==> config.mk <==
export PLATFORM = sky130hd
export DESIGN_NAME = scl180_spare_logic_bank_flat
export DESIGN_NICKNAME = d
export VERILOG_FILES = /design/src/rtl/scl180_spare_logic_bank_if.sv /design/src/rtl/scl180_spare_logic_bank.sv /design/src/flat_wrapper.sv
export SDC_FILE = /design/constraint.sdc
export NUM_CORES = 1
export LEC_CHECK = 0
export ABC_AREA = 1
export CAP_MARGIN = 20
export CORE_MARGIN = 2
export CORE_UTILIZATION = 58
export CTS_BUF_LIST = sky130_fd_sc_hd__clkbuf_8
export CTS_CLUSTER_DIAMETER = 200
export DETAILED_ROUTE_END_ITERATION = 6
export GPL_TIMING_DRIVEN = 0
export PLACE_DENSITY = 0.78
export SETUP_SLACK_MARGIN = 0.5
export SLEW_MARGIN = 0
export SYNTH_ARGS = -nofsm -noshare
export SYNTH_HDL_FRONTEND = slang
export SYNTH_SLANG_ARGS = --single-unit
==> constraint.sdc <==
create_clock -name clock -period 1.5 [get_ports clock]
set_input_delay 0.375 -clock clock [delete_from_list [all_inputs] [get_ports clock]]
set_output_delay 0.375 -clock clock [all_outputs]
set_load 0.005 [all_outputs]
==> src/rtl/scl180_spare_logic_bank_if.sv <==
// Configuration-chain and slot signal bundle for the SCL180 spare logic bank.
// The master side drives config and slot inputs; the slave side is the bank itself.
interface scl180_spare_logic_bank_if #(
  parameter int unsigned NUM_SLOTS = 4
);
  logic                 cfg_shift_en;
  logic                 cfg_sdi;
  logic                 cfg_commit;
  logic                 cfg_sdo;
  logic                 cfg_err;
  logic [NUM_SLOTS-1:0] slot_a;
  logic [NUM_SLOTS-1:0] slot_b;
  logic [NUM_SLOTS-1:0] slot_y;

  modport master (
    output cfg_shift_en, cfg_sdi, cfg_commit, slot_a, slot_b,
    input  cfg_sdo, cfg_err, slot_y
  );

  modport slave (
    input  cfg_shift_en, cfg_sdi, cfg_commit, slot_a, slot_b,
    output cfg_sdo, cfg_err, slot_y
  );
endinterface

==> src/rtl/scl180_spare_logic_bank.sv <==
// Configurable spare-logic bank: each slot is tie/gate/flop selected by a 3-bit mode.
// Modes are shifted into a shadow chain and committed atomically when the bit count is exact.
module scl180_spare_logic_bank #(
  parameter  int unsigned NUM_SLOTS = 4,
  localparam int unsigned CFG_W     = 3 * NUM_SLOTS
) (
`ifdef USE_POWER_PINS
  inout  wire  VPWR,
  inout  wire  VGND,
`endif
  input  logic clock,
  input  logic resetb,
  scl180_spare_logic_bank_if.slave bus,
  output logic LO,
  output logic HI
);

  typedef enum logic [2:0] {
    M_TIE_LO = 3'd0,
    M_TIE_HI = 3'd1,
    M_INV    = 3'd2,
    M_NAND   = 3'd3,
    M_NOR    = 3'd4,
    M_BUF    = 3'd5,
    M_DFF    = 3'd6,
    M_TOGGLE = 3'd7
  } slot_mode_e;

  localparam int unsigned      CNT_W    = $clog2(CFG_W + 2);
  localparam logic [CNT_W-1:0] CNT_FULL = CNT_W'(CFG_W);
  localparam logic [CNT_W-1:0] CNT_OVF  = CNT_W'(CFG_W + 1);

  logic [CFG_W-1:0]     shadow;
  logic [CFG_W-1:0]     active;
  logic [CNT_W-1:0]     bit_cnt;
  logic                 cfg_err;
  logic                 commit_ok;
  logic [NUM_SLOTS-1:0] q;
  logic [NUM_SLOTS-1:0] q_next;
  logic [NUM_SLOTS-1:0] y;

  assign commit_ok = bus.cfg_commit && (bit_cnt == CNT_FULL);

  // Commit takes priority over shifting and over the per-slot flop update.
  always_ff @(posedge clock or negedge resetb) begin
    if (!resetb) begin
      shadow  <= '0;
      active  <= '0;
      bit_cnt <= '0;
      cfg_err <= 1'b0;
      q       <= '0;
    end else if (bus.cfg_commit) begin
      bit_cnt <= '0;
      if (commit_ok) begin
        active  <= shadow;
        cfg_err <= 1'b0;
        q       <= '0;
      end else begin
        cfg_err <= 1'b1;
      end
    end else begin
      q <= q_next;
      if (bus.cfg_shift_en) begin
        shadow <= {bus.cfg_sdi, shadow[CFG_W-1:1]};
        if (bit_cnt != CNT_OVF) begin
          bit_cnt <= bit_cnt + CNT_W'(1);
        end
      end
    end
  end

  always_comb begin
    q_next = q;
    y      = '0;
    for (int unsigned i = 0; i < NUM_SLOTS; i++) begin
      unique case (slot_mode_e'(active[3*i +: 3]))
        M_TIE_LO: y[i] = 1'b0;
        M_TIE_HI: y[i] = 1'b1;
        M_INV:    y[i] = ~bus.slot_a[i];
        M_NAND:   y[i] = ~(bus.slot_a[i] & bus.slot_b[i]);
        M_NOR:    y[i] = ~(bus.slot_a[i] | bus.slot_b[i]);
        M_BUF:    y[i] = bus.slot_a[i];
        M_DFF: begin
          y[i]      = q[i];
          q_next[i] = bus.slot_a[i];
        end
        M_TOGGLE: begin
          y[i]      = q[i];
          q_next[i] = q[i] ^ bus.slot_a[i];
        end
        default:  y[i] = 1'b0;
      endcase
    end
  end

  assign bus.slot_y  = y;
  assign bus.cfg_sdo = shadow[0];
  assign bus.cfg_err = cfg_err;
  assign LO          = 1'b0;
  assign HI          = 1'b1;

endmodule

==> src/flat_wrapper.sv <==
// flat-port wrapper written by rule: the top's interface ports become plain ports
module scl180_spare_logic_bank_flat 
#(
  parameter  int unsigned NUM_SLOTS = 4,
  localparam int unsigned CFG_W     = 3 * NUM_SLOTS
)
  (clock, resetb, LO, HI, bus_cfg_shift_en, bus_cfg_sdi, bus_cfg_commit, bus_slot_a, bus_slot_b, bus_cfg_sdo, bus_cfg_err, bus_slot_y);
  scl180_spare_logic_bank_if #(.NUM_SLOTS(NUM_SLOTS)) bus_i ();
  input  logic clock;
  input  logic resetb;
  output logic LO;
  output logic HI;
  input wire logic [$bits(bus_i.cfg_shift_en)-1:0] bus_cfg_shift_en;
  input wire logic [$bits(bus_i.cfg_sdi)-1:0] bus_cfg_sdi;
  input wire logic [$bits(bus_i.cfg_commit)-1:0] bus_cfg_commit;
  input wire logic [$bits(bus_i.slot_a)-1:0] bus_slot_a;
  input wire logic [$bits(bus_i.slot_b)-1:0] bus_slot_b;
  output wire logic [$bits(bus_i.cfg_sdo)-1:0] bus_cfg_sdo;
  output wire logic [$bits(bus_i.cfg_err)-1:0] bus_cfg_err;
  output wire logic [$bits(bus_i.slot_y)-1:0] bus_slot_y;
  assign bus_i.cfg_shift_en = bus_cfg_shift_en;
  assign bus_i.cfg_sdi = bus_cfg_sdi;
  assign bus_i.cfg_commit = bus_cfg_commit;
  assign bus_i.slot_a = bus_slot_a;
  assign bus_i.slot_b = bus_slot_b;
  assign bus_cfg_sdo = bus_i.cfg_sdo;
  assign bus_cfg_err = bus_i.cfg_err;
  assign bus_slot_y = bus_i.slot_y;
  scl180_spare_logic_bank #(.NUM_SLOTS(NUM_SLOTS)) u_core (.clock(clock), .resetb(resetb), .bus(bus_i), .LO(LO), .HI(HI));
endmodule
==> results of run 1 <==
Yosys cell counts (all sizes together):
| master | count |
|---|---|
| clkinv | 1 |
| inv | 33 |
| a21oi | 6 |
| nor3 | 5 |
| nand3 | 14 |
| xnor2 | 2 |
| o21ai | 31 |
| nand3b | 2 |
| clkbuf | 1 |
| nor2 | 26 |
| or2 | 1 |
| ha | 3 |
| dfrtp | 33 |
| buf | 10 |
| conb | 2 |
| nand2 | 75 |
| nand4 | 12 |
routing by layer:
layer | up-vias | share of wire (%)
li1 | 938 | -
met1 | 1032 | 36
met2 | 193 | 50
met3 | 52 | 9.1
met4 | 0 | 5.5
met5 | - | 0
through the flow:
stage	worst slack [ns]	hold WS (ns)	TNS [ns]	std cells
after floorplan	0.362	0.0794	0	257
after global placement	-0.604	0.461	-22.75	318
final	-0.255	0.156	-0.759	361
after CTS	-0.0726	0.172	-0.273	352
after detailed placement	-0.632	0.472	-3.49	318
after global routing	-0.287	0.221	-0.923	361
layout by cell type (no fill, tap or decap):
master           instances
nand2_1                 59
buf_4                   25
dfrtp_1                 25
inv_1                   23
nor2_1                  19
o21ai_2                 15
o21ai_0                 15
buf_6                   14
nand4_1                 11
nand2_4                 11
nand3_1                  8
dlygate4sd2_1            8
dfrtp_2                  8
clkbuf_8                 7
buf_2                    7
inv_2                    6
inv_4                    5
nor3_2                   5
nand2_2                  5
nand3_2                  5
a21oi_1                  4
nor2_4                   4
buf_12                   4
nor2_2                   3
ha_4                     3
a21oi_2                  2
xnor2_1                  2
nand3b_4                 2
conb_1                   2
buf_16                   2
nand4_4                  1
clkinv_8                 1
nand3_4                  1
or2_4                    1
o21ai_1                  1
clkdlybuf4s50_1          1
clkbuf_2                 1
buf_8                    1
where the power goes:
part,total [µW],internal (µW),switching (µW),leakage (µW)
sequential,1020,959,61.0,0.000409
combinational,361,147,214,0.000937
clock,679,357,322,0.0000485
total,2060,1460,598,0.00139
flip-flops by register name (all words and copies together), names as in the netlist:
register and cells:
u_core.active 12, u_core.shadow 12, u_core.q 4, u_core.bit_cnt 4, u_core.bus.cfg_err 1
how the worst max path moves through the flow:
stage | start | endpoint | cells past startpoint
6_report | u_core.active[3] | bus_slot_y[1] | 5
5_1_grt | bus_slot_a[1] | bus_slot_y[1] | 7
4_1_cts | u_core.active[5] | bus_slot_y[1] | 5
3_5_place_dp | bus_slot_a[1] | bus_slot_y[1] | 7
3_3_place_gp | resetb | u_core.q[1] | 1
2_1_floorplan | u_core.active[7] | bus_slot_y[2] | 4
cell families (layout without fill, tap and decap cells):
logic type                 count (synthesis)  in the layout
adders and majority gates                  3              3
buffers and inverters                     45            105
xor gates and xnor gates                   2              2
AOI/OAI and AO/OA                         37             37
DFF                                       33             33
other                                      2              2
and+or+nand+nor                          135            135
timing repair:
item	CTS	global route
cloned	4	0
resized for setup	86	40
endpoints found under the setup margin	39	39
buffers inserted	23	9
pin swaps	23	14
area by class of cell:
class / count / share of cell area [%]
Multi-Input combinational cell: 179 / 39.7
Sequential cell: 33 / 28.7
Buffer: 11 / 4.55
Timing Repair Buffer: 53 / 17.0
Clock buffer: 6 / 2.83
Clock inverter: 1 / 0.129
Tap cell: 44 / 1.89
Inverter: 34 / 5.23
==> flow_metrics.tcl, run 1 <==
set metrics [dict create \
    hold_violations 0 \
    fin_area_mm2 0.00292 \
    finalSetupViolations 4 \
    ys_ff_latch 33 \
    required_ns 1.12 \
    ant_nets 0 \
    postPlaceCellArea_mm2 0.00225 \
    hold_buffers 0 \
    report.final.slew_viol_count 0 \
    min_period_ns 1.76 \
    cts_max_path_buffers 2 \
    first_iter_violations 259 \
    synth.distinct_cells 25 \
    post-route-period-util_pct 117 \
    ff2ff_path_depth 7 \
    r2r-start "u_core.bit_cnt[0]" \
    endpoint_kind "output port" \
    grt_usage_pct 31.8 \
    avgSynthCellArea_um2 7.48 \
    syn_nets 273 \
    rows 20 \
    htreeDepth 2 \
    drive_gt1_share_pct 43.8 \
    place_congestion 0.764 \
    route.detailed.drc 0 \
    rsz0062_at_grt "yes" \
    grt_pass1_vias 1891 \
    vias 2215 \
    synthCells 257 \
    use_met1_pct 39.2 \
    yosys.area_share.adder_pct 1.95 \
    arrival_ns 1.38 \
    regArea_um2 836 \
    yosysTopAreaCell "dfrtp_1" \
    crit_path_max_fanout 7 \
    yosys.area.top_type_share_pct 43.0 \
    cts.sinks 33 \
    dr.pass1.iters 5 \
    grt_max_degree 34 \
    ys_warn_count 0 \
    cts_buffers 5 \
    synthTopCellsByArea "dfrtp_1, nand2_1, inv_1, o21ai_0, nor2_1" \
    grt_overflow 0 \
    clkTransAtPathRegs_ns 0.06 \
    grt.busiest_layer "met2" \
    cpMostUsedCell "nand2_1" \
    n_antenna_cell 0 \
    multi_input_area_mm2 0.00116 \
    clock_latency_ns 0.29 \
    core_area_mm2 0.00310 \
    grt_util_met2_pct 53.1 \
    finClkSkew_ns 0.00813 \
    relSlewSlack_pct 49.0 \
    failed_checks "negative setup slack" \
    grt_pass1_wl_um 8530 \
    antenna_found_initial 0 \
    rrSetupSlack_ns 0.07 \
    io_pins 21 \
    cts_tree "yes" \
    hp-class "in -> async" \
    numPortBuffers 17 \
    wl_um 7480 \
    max-cap-violations 0 \
    power_uw 2060 \
    vias_per_cell 6.14 \
    layout_setup_ws_ns -0.255 \
    p_leak_uw 0.00139 \
    crit_path_cell_trace "nand4_1 > nand2_1 > nor2_2 > nand2_1 > buf_2" \
    status "finished with violations" \
    tightest_slew_ns 0.765 \
    cts_root_buf "clkbuf_8" \
    use_met3_pct 5.67 \
    worstSetupStartpointType "flop" \
    crit_slowest_cell "dfrtp_2" \
    power_density_mw_per_mm2 706 \
    crit_type "reg -> out" \
    synth_xor_area_share_pct 0.911 \
    utilization_pct 94.0 \
    fill_cells 105 \
    die_h_um 61.6 \
    fp.dieArea_mm2 0.00379 \
    synth_area_mm2 0.00192 \
    slowest_delay_ns 0.47 \
    reg2reg_to "u_core.active[4]" \
    fmax_mhz 570 \
    hpwl_um 2760 \
    nets 333 \
    area_growth_syn_to_layout_pct 51.8 \
    yosysSeqAreaShare_pct 43.0 \
    synth-compound-area-share_pct 11.6 \
    critical_path_buf_inv_count 1 \
    synthSimpleGateAreaFrac_pct 31.6 \
    floorplan.initialDensity_pct 61.9 \
    crit_family "flip-flops" \
    synth_top_family_by_area "simple AND/OR/NAND/NOR gates" \
    wl_per_cell_um 20.7 \
    dieWidth_um 61.6 \
    ir_drop_mv 0.766 \
    muxShareOfSynthArea_pct 0 \
]
No activity file was read; power rests on OpenSTA's default activity.
==> run 2: changes to the inputs <==
--- a/config.mk
+++ b/config.mk
@@ -7,7 +7,6 @@
 export LEC_CHECK = 0
 export ABC_AREA = 1
 export CAP_MARGIN = 20
-export CORE_MARGIN = 2
 export CORE_UTILIZATION = 58
 export CTS_BUF_LIST = sky130_fd_sc_hd__clkbuf_8
 export CTS_CLUSTER_DIAMETER = 200
==> run 2 against run 1 <==
Clock skew is 0.0018 ns lower. The run still ends with negative setup slack left. Die area decreased by 6.4%. Clock power is 36% higher. Power up 14%. Sequential cell count did not move. Routed wire length up 15%.
==> flow_metrics.tcl, run 2 (synthesis gave the netlist of run 1 again) <==
set metrics [dict create \
    status "finished with violations" \
    p_leak_uw 0.00139 \
    grt_overflow 0 \
    die_h_um 59.6 \
    wl_per_cell_um 23.8 \
    clkTransAtPathRegs_ns 0.08 \
    slowest_delay_ns 0.47 \
    htreeDepth 2 \
    drive_gt1_share_pct 45.6 \
    numPortBuffers 17 \
    layout_commonest_cell "nand2_1" \
    required_ns 1.12 \
    layout_setup_ws_ns -0.229 \
    failed_checks "negative setup slack" \
    arrival_ns 1.35 \
    worstSetupStartpointType "flop" \
    grt_max_degree 34 \
    min_period_ns 1.73 \
    cts_max_path_buffers 2 \
    cts_buffers 5 \
    finalNonFillerCells 362 \
    rsz0062_at_grt "yes" \
    floorplan.initialDensity_pct 61.9 \
    n_antenna_cell 0 \
    hpwl_um 2510 \
    crit_family "flip-flops" \
    nets 333 \
    antenna_found_initial 0 \
    setup_tns_ns -0.899 \
    route.detailed.drc 0 \
    dr.pass1.iters 7 \
    clock_latency_ns 0.30 \
    place_congestion 0.814 \
    dieWidth_um 59.6 \
    rows 20 \
    crit_type "reg -> out" \
    crit_path_max_fanout 6 \
    rrSetupSlack_ns 0.10 \
    fp.dieArea_mm2 0.00355 \
    vias 2378 \
    crit_slowest_cell "dfrtp_2" \
    cpMostUsedCell "nand2_1" \
    first_iter_violations 359 \
    io_pins 21 \
    max-cap-violations 0 \
    hp-class "in -> async" \
    ant_nets 0 \
    finalSetupViolations 4 \
    cts.sinks 33 \
    vias_per_cell 6.57 \
    finClkSkew_ns 0.00635 \
    post-place-ws_ns -0.611 \
    fmax_mhz 578 \
    largestRegisters "u_core.active: 12 flops, u_core.shadow: 12 flops" \
    power_uw 2340 \
    cts_root_buf "clkbuf_8" \
    grt_usage_pct 39.7 \
    hold_violations 0 \
    layout_common_cells "nand2_1, dfrtp_1, inv_1, buf_4, nor2_1" \
    wl_um 8630 \
    dpl.cell_count 318 \
    grt_pass1_vias 2019 \
    power_density_mw_per_mm2 788 \
    post-route-period-util_pct 115 \
    ir_drop_mv 0.723 \
    grt_pass1_wl_um 9980 \
    core_area_mm2 0.00310 \
    area_growth_syn_to_layout_pct 54.6 \
    endpoint_kind "output port" \
    crit_path_cell_trace "inv_2 > nand4_1 > nand2_1 > nor2_1 > nand2_1 > buf_2" \
    relSlewSlack_pct 48.1 \
    critical_path_buf_inv_count 2 \
    tightest_slew_ns 0.779 \
    report.final.slew_viol_count 0 \
    cts_tree "yes" \
]
[run 2: cell types whose count changed in the layout (fill, tap and decap cells not counted), moves of 2 or more]
cell / change
nand2_4: +2
inv_4: -2
nand2_2: +2
nor2_2: +2
nand2_1: -4
buf_6: +2
buf_4: -2
[run 2: metal layers]
metal / GRT usage, % / vias up / routed length [µm] / share of wire [%]
li1: - / 935 / - / -
met1: 47.9 / 1105 / 2940 / 34
met2: 65.2 / 260 / 3880 / 45
met3: 10.0 / 78 / 1080 / 13
met4: 21.3 / 0 / 727 / 8.4
met5: 0 / - / 0 / 0
[run 2: power by group]
part	total (µW)	leakage [µW]	switching [µW]	internal [µW]
Clock	923	0.0000626	388	536
Combinational	392	0.000924	242	151
Sequential	1030	0.000409	68.5	957
[run 2: final timing paths]
| kind | cells after the start | from | endpoint |
|---|---|---|---|
| max | 6 | u_core.active[4] | bus_slot_y[1] |
| max in group asynchronous | 1 | resetb | u_core.active[7] |
| max reg2reg | 8 | u_core.bit_cnt[0] | u_core.active[0] |
| min reg2reg | 2 | u_core.shadow[2] | u_core.shadow[1] |
| min in group clock | 4 | bus_cfg_shift_en | u_core.bit_cnt[0] |
| min | 1 | resetb | u_core.q[0] |
[run 2: area by class of cell]
cell class | instances | area (µm²)
Inverter | 34 | 153
Clock buffer | 6 | 82.6
Multi-Input combinational cell | 179 | 1190
Timing Repair Buffer | 53 | 492
Buffer | 11 | 133
Clock inverter | 2 | 33.8
Tap cell | 44 | 55.1
Fill cell | 78 | 133
Sequential cell | 33 | 836
[run 2: per-stage QoR]
step                cell area (µm²)  util, %  hold slack (ns)
floorplan                      2030        -           0.0794
global placement               2250     72.6            0.462
detailed placement             2250     72.5            0.474
CTS                            2850     91.7            0.175
global route                   2970     95.7            0.208
finish                         2970     95.7            0.147
[run 2: repair_timing]
item                       in CTS  in global routing
buffers inserted               28                  5
gates cloned                    3                  0
pin swaps                      22                 18
hold buffers                    0                  0
resized for setup             105                 28
setup endpoints to repair      39                 39
==> run 3: changes to the inputs <==
--- a/config.mk
+++ b/config.mk
@@ -13,6 +13,7 @@
 export DETAILED_ROUTE_END_ITERATION = 6
 export GPL_TIMING_DRIVEN = 0
 export PLACE_DENSITY = 0.78
+export RECOVER_POWER = 50
 export SETUP_SLACK_MARGIN = 0.5
 export SLEW_MARGIN = 0
 export SYNTH_ARGS = -nofsm -noshare
==> constraint.sdc (replaced) <==
create_clock -name clock -period 1.95 [get_ports clock]
set_input_delay 0.39 -clock clock [delete_from_list [all_inputs] [get_ports clock]]
set_output_delay 0.39 -clock clock [all_outputs]
set_load 0.005 [all_outputs]
==> run 3 against run 2 <==
The run now ends clean. Via count decreased by 29%. Sequential power is 25% lower. First-iteration DRC count shrank 67%. Power down 32%. Utilization fell by 20 points. Combinational power down 56%. Final cell count is 7.7% lower. Cell area is 21% lower.
==> flow_metrics.tcl, run 3 (synthesis gave the netlist of run 1 again) <==
set metrics [dict create \
    report.final.slew_viol_count 0 \
    cts_tree "yes" \
    fmax_mhz 615 \
    area_growth_syn_to_layout_pct 22.9 \
    crit_path_max_fanout 7 \
    fp.dieArea_mm2 0.00355 \
    hp-class "in -> async" \
    first_iter_violations 119 \
    max-cap-violations 0 \
    cts.sinks 33 \
    route.detailed.drc 0 \
    p_seq_share_pct 48.0 \
    whs_ns 0.182 \
    p_comb_share_pct 10.8 \
    floorplan.initialDensity_pct 61.9 \
    power_density_mw_per_mm2 678 \
    nets 305 \
    grt_pass1_vias 1445 \
    status "complete, no violations" \
    setup_tns_ns 0 \
    hold_violations 0 \
    cts_max_path_buffers 2 \
    place_congestion 0.780 \
    crit_type "reg -> out" \
    p_switching_uw 386 \
    relSlewSlack_pct 46.8 \
    fin_area_mm2 0.00236 \
    p_leak_uw 0.00115 \
    tightest_slew_ns 0.798 \
    crit_slowest_cell "dfrtp_1" \
    crit_family "buffers and inverters" \
    pwr-share-clk_pct 41.2 \
    finalNonFillerCells 334 \
    endpoint_kind "output port" \
    min_period_ns 1.63 \
    finClkSkew_ns 0.00306 \
    wl_per_cell_um 11.4 \
    grt_overflow 0 \
    core_area_mm2 0.00310 \
    dpl.cell_count 318 \
    p_sw_share_pct 24.1 \
    post-route-period-util_pct 83.4 \
    layout_common_cells "nand2_1, inv_1, dfrtp_1, nor2_1, o21ai_0" \
    rows 20 \
    layout_commonest_cell "nand2_1" \
    finalSetupViolations 0 \
    required_ns 1.56 \
    clock_latency_ns 0.28 \
    crit_path_cell_trace "buf_6 > buf_4 > nor2_2 > a21oi_2 > nand2_1 > buf_2" \
    io_pins 21 \
    wl_um 3810 \
    vias_per_cell 5.07 \
    dieWidth_um 59.6 \
    vias 1694 \
    numPortBuffers 17 \
    grt_pass1_wl_um 6320 \
    clkTransAtPathRegs_ns 0.07 \
    antenna_found_initial 0 \
    ant_nets 0 \
    die_h_um 59.6 \
    arrival_ns 1.24 \
    hpwl_um 2470 \
    worstSetupStartpointType "flop" \
    cts_root_buf "clkbuf_8" \
    htreeDepth 2 \
    p_int_uw 1210 \
    slowest_delay_ns 0.37 \
    largestRegisters "u_core.active: 12 flops, u_core.shadow: 12 flops" \
    postPlaceCellArea_mm2 0.00214 \
    drive_gt1_share_pct 24.1 \
    n_antenna_cell 0 \
    critical_path_buf_inv_count 3 \
    cts_buffers 5 \
    grt_usage_pct 24.5 \
    hold_buffers 0 \
    grt_max_degree 34 \
    ir_drop_mv 0.618 \
    dr.pass1.iters 4 \
    rsz0062_at_grt "yes" \
]
## run 3: cell types whose count changed in the layout (fill, tap and decap cells not counted), moves of 4 or more
cell,previous run,this run
o21ai_0,15,20
buf_4,23,10
nand2_2,7,1
buf_6,16,6
nand2_1,55,74
nand2_4,13,0
nor2_1,18,24
buf_12,5,0
o21ai_2,14,10
## run 3: metrics by stage
step	utilization, %	power [µW]	setup slack [ns]
global placement	69.2	956	-0.199
global route	76.1	1670	0.163
finish	76.1	1600	0.323
floorplan	-	881	0.760
detailed placement	69.0	960	-0.190
CTS	75.2	1620	0.347
## run 3: area by class of cell
cell class / instances / area, µm²
Buffer: 11 / 96.3
Clock buffer: 6 / 82.6
Clock inverter: 2 / 33.8
Fill cell: 274 / 742
Inverter: 34 / 135
Multi-Input combinational cell: 179 / 931
Sequential cell: 33 / 835
Tap cell: 44 / 55.1
Timing Repair Buffer: 25 / 193
## run 3: power by group through the flow
stage / combinational (µW) / clock [µW] / sequential (µW)
after floorplan: 106 / 0 / 776
after global placement: 176 / 0 / 781
after detailed placement: 178 / 0 / 782
after CTS: 177 / 670 / 768
after global routing: 200 / 698 / 774
final: 173 / 659 / 768
## run 3: layer usage
| metal | global-route usage [%] | share of wire (%) | up-vias |
|---|---|---|---|
| met2 | 39.3 | 47 | 23 |
| met4 | 11.0 | 1.7 | 0 |
| met1 | 32.5 | 48 | 783 |
| met5 | 0 | 0 | - |
| li1 | - | - | 881 |
| met3 | 4.59 | 2.7 | 7 |
## run 3: final timing paths
check / from / end / slack (ns) / cells after the start
min reg2reg: u_core.shadow[2] / u_core.shadow[1] / 0.48 / 2
max in group asynchronous: resetb / u_core.active[9] / 1.22 / 1
max: u_core.active[8] / bus_slot_y[2] / 0.32 / 6
min in group clock: u_core.shadow[2] / u_core.shadow[1] / 0.48 / 2
min: resetb / u_core.q[0] / 0.18 / 1
max reg2reg: u_core.bit_cnt[0] / u_core.active[6] / 0.60 / 6
## run 3: worst register-to-register path, cell delays in order (launching register included)
cell and delay (ns):
dfrtp_1 0.44, inv_1 0.12, ha_1 0.21, nand4_4 0.16, buf_6 0.20, nand2_1 0.07, o21ai_2 0.05
## run 3: timing repair
action / in CTS / in global routing
resized for setup: 52 / 9
endpoints found under the setup margin: 6 / 4
pin swaps: 18 / 8
setup buffers: 6 / 2
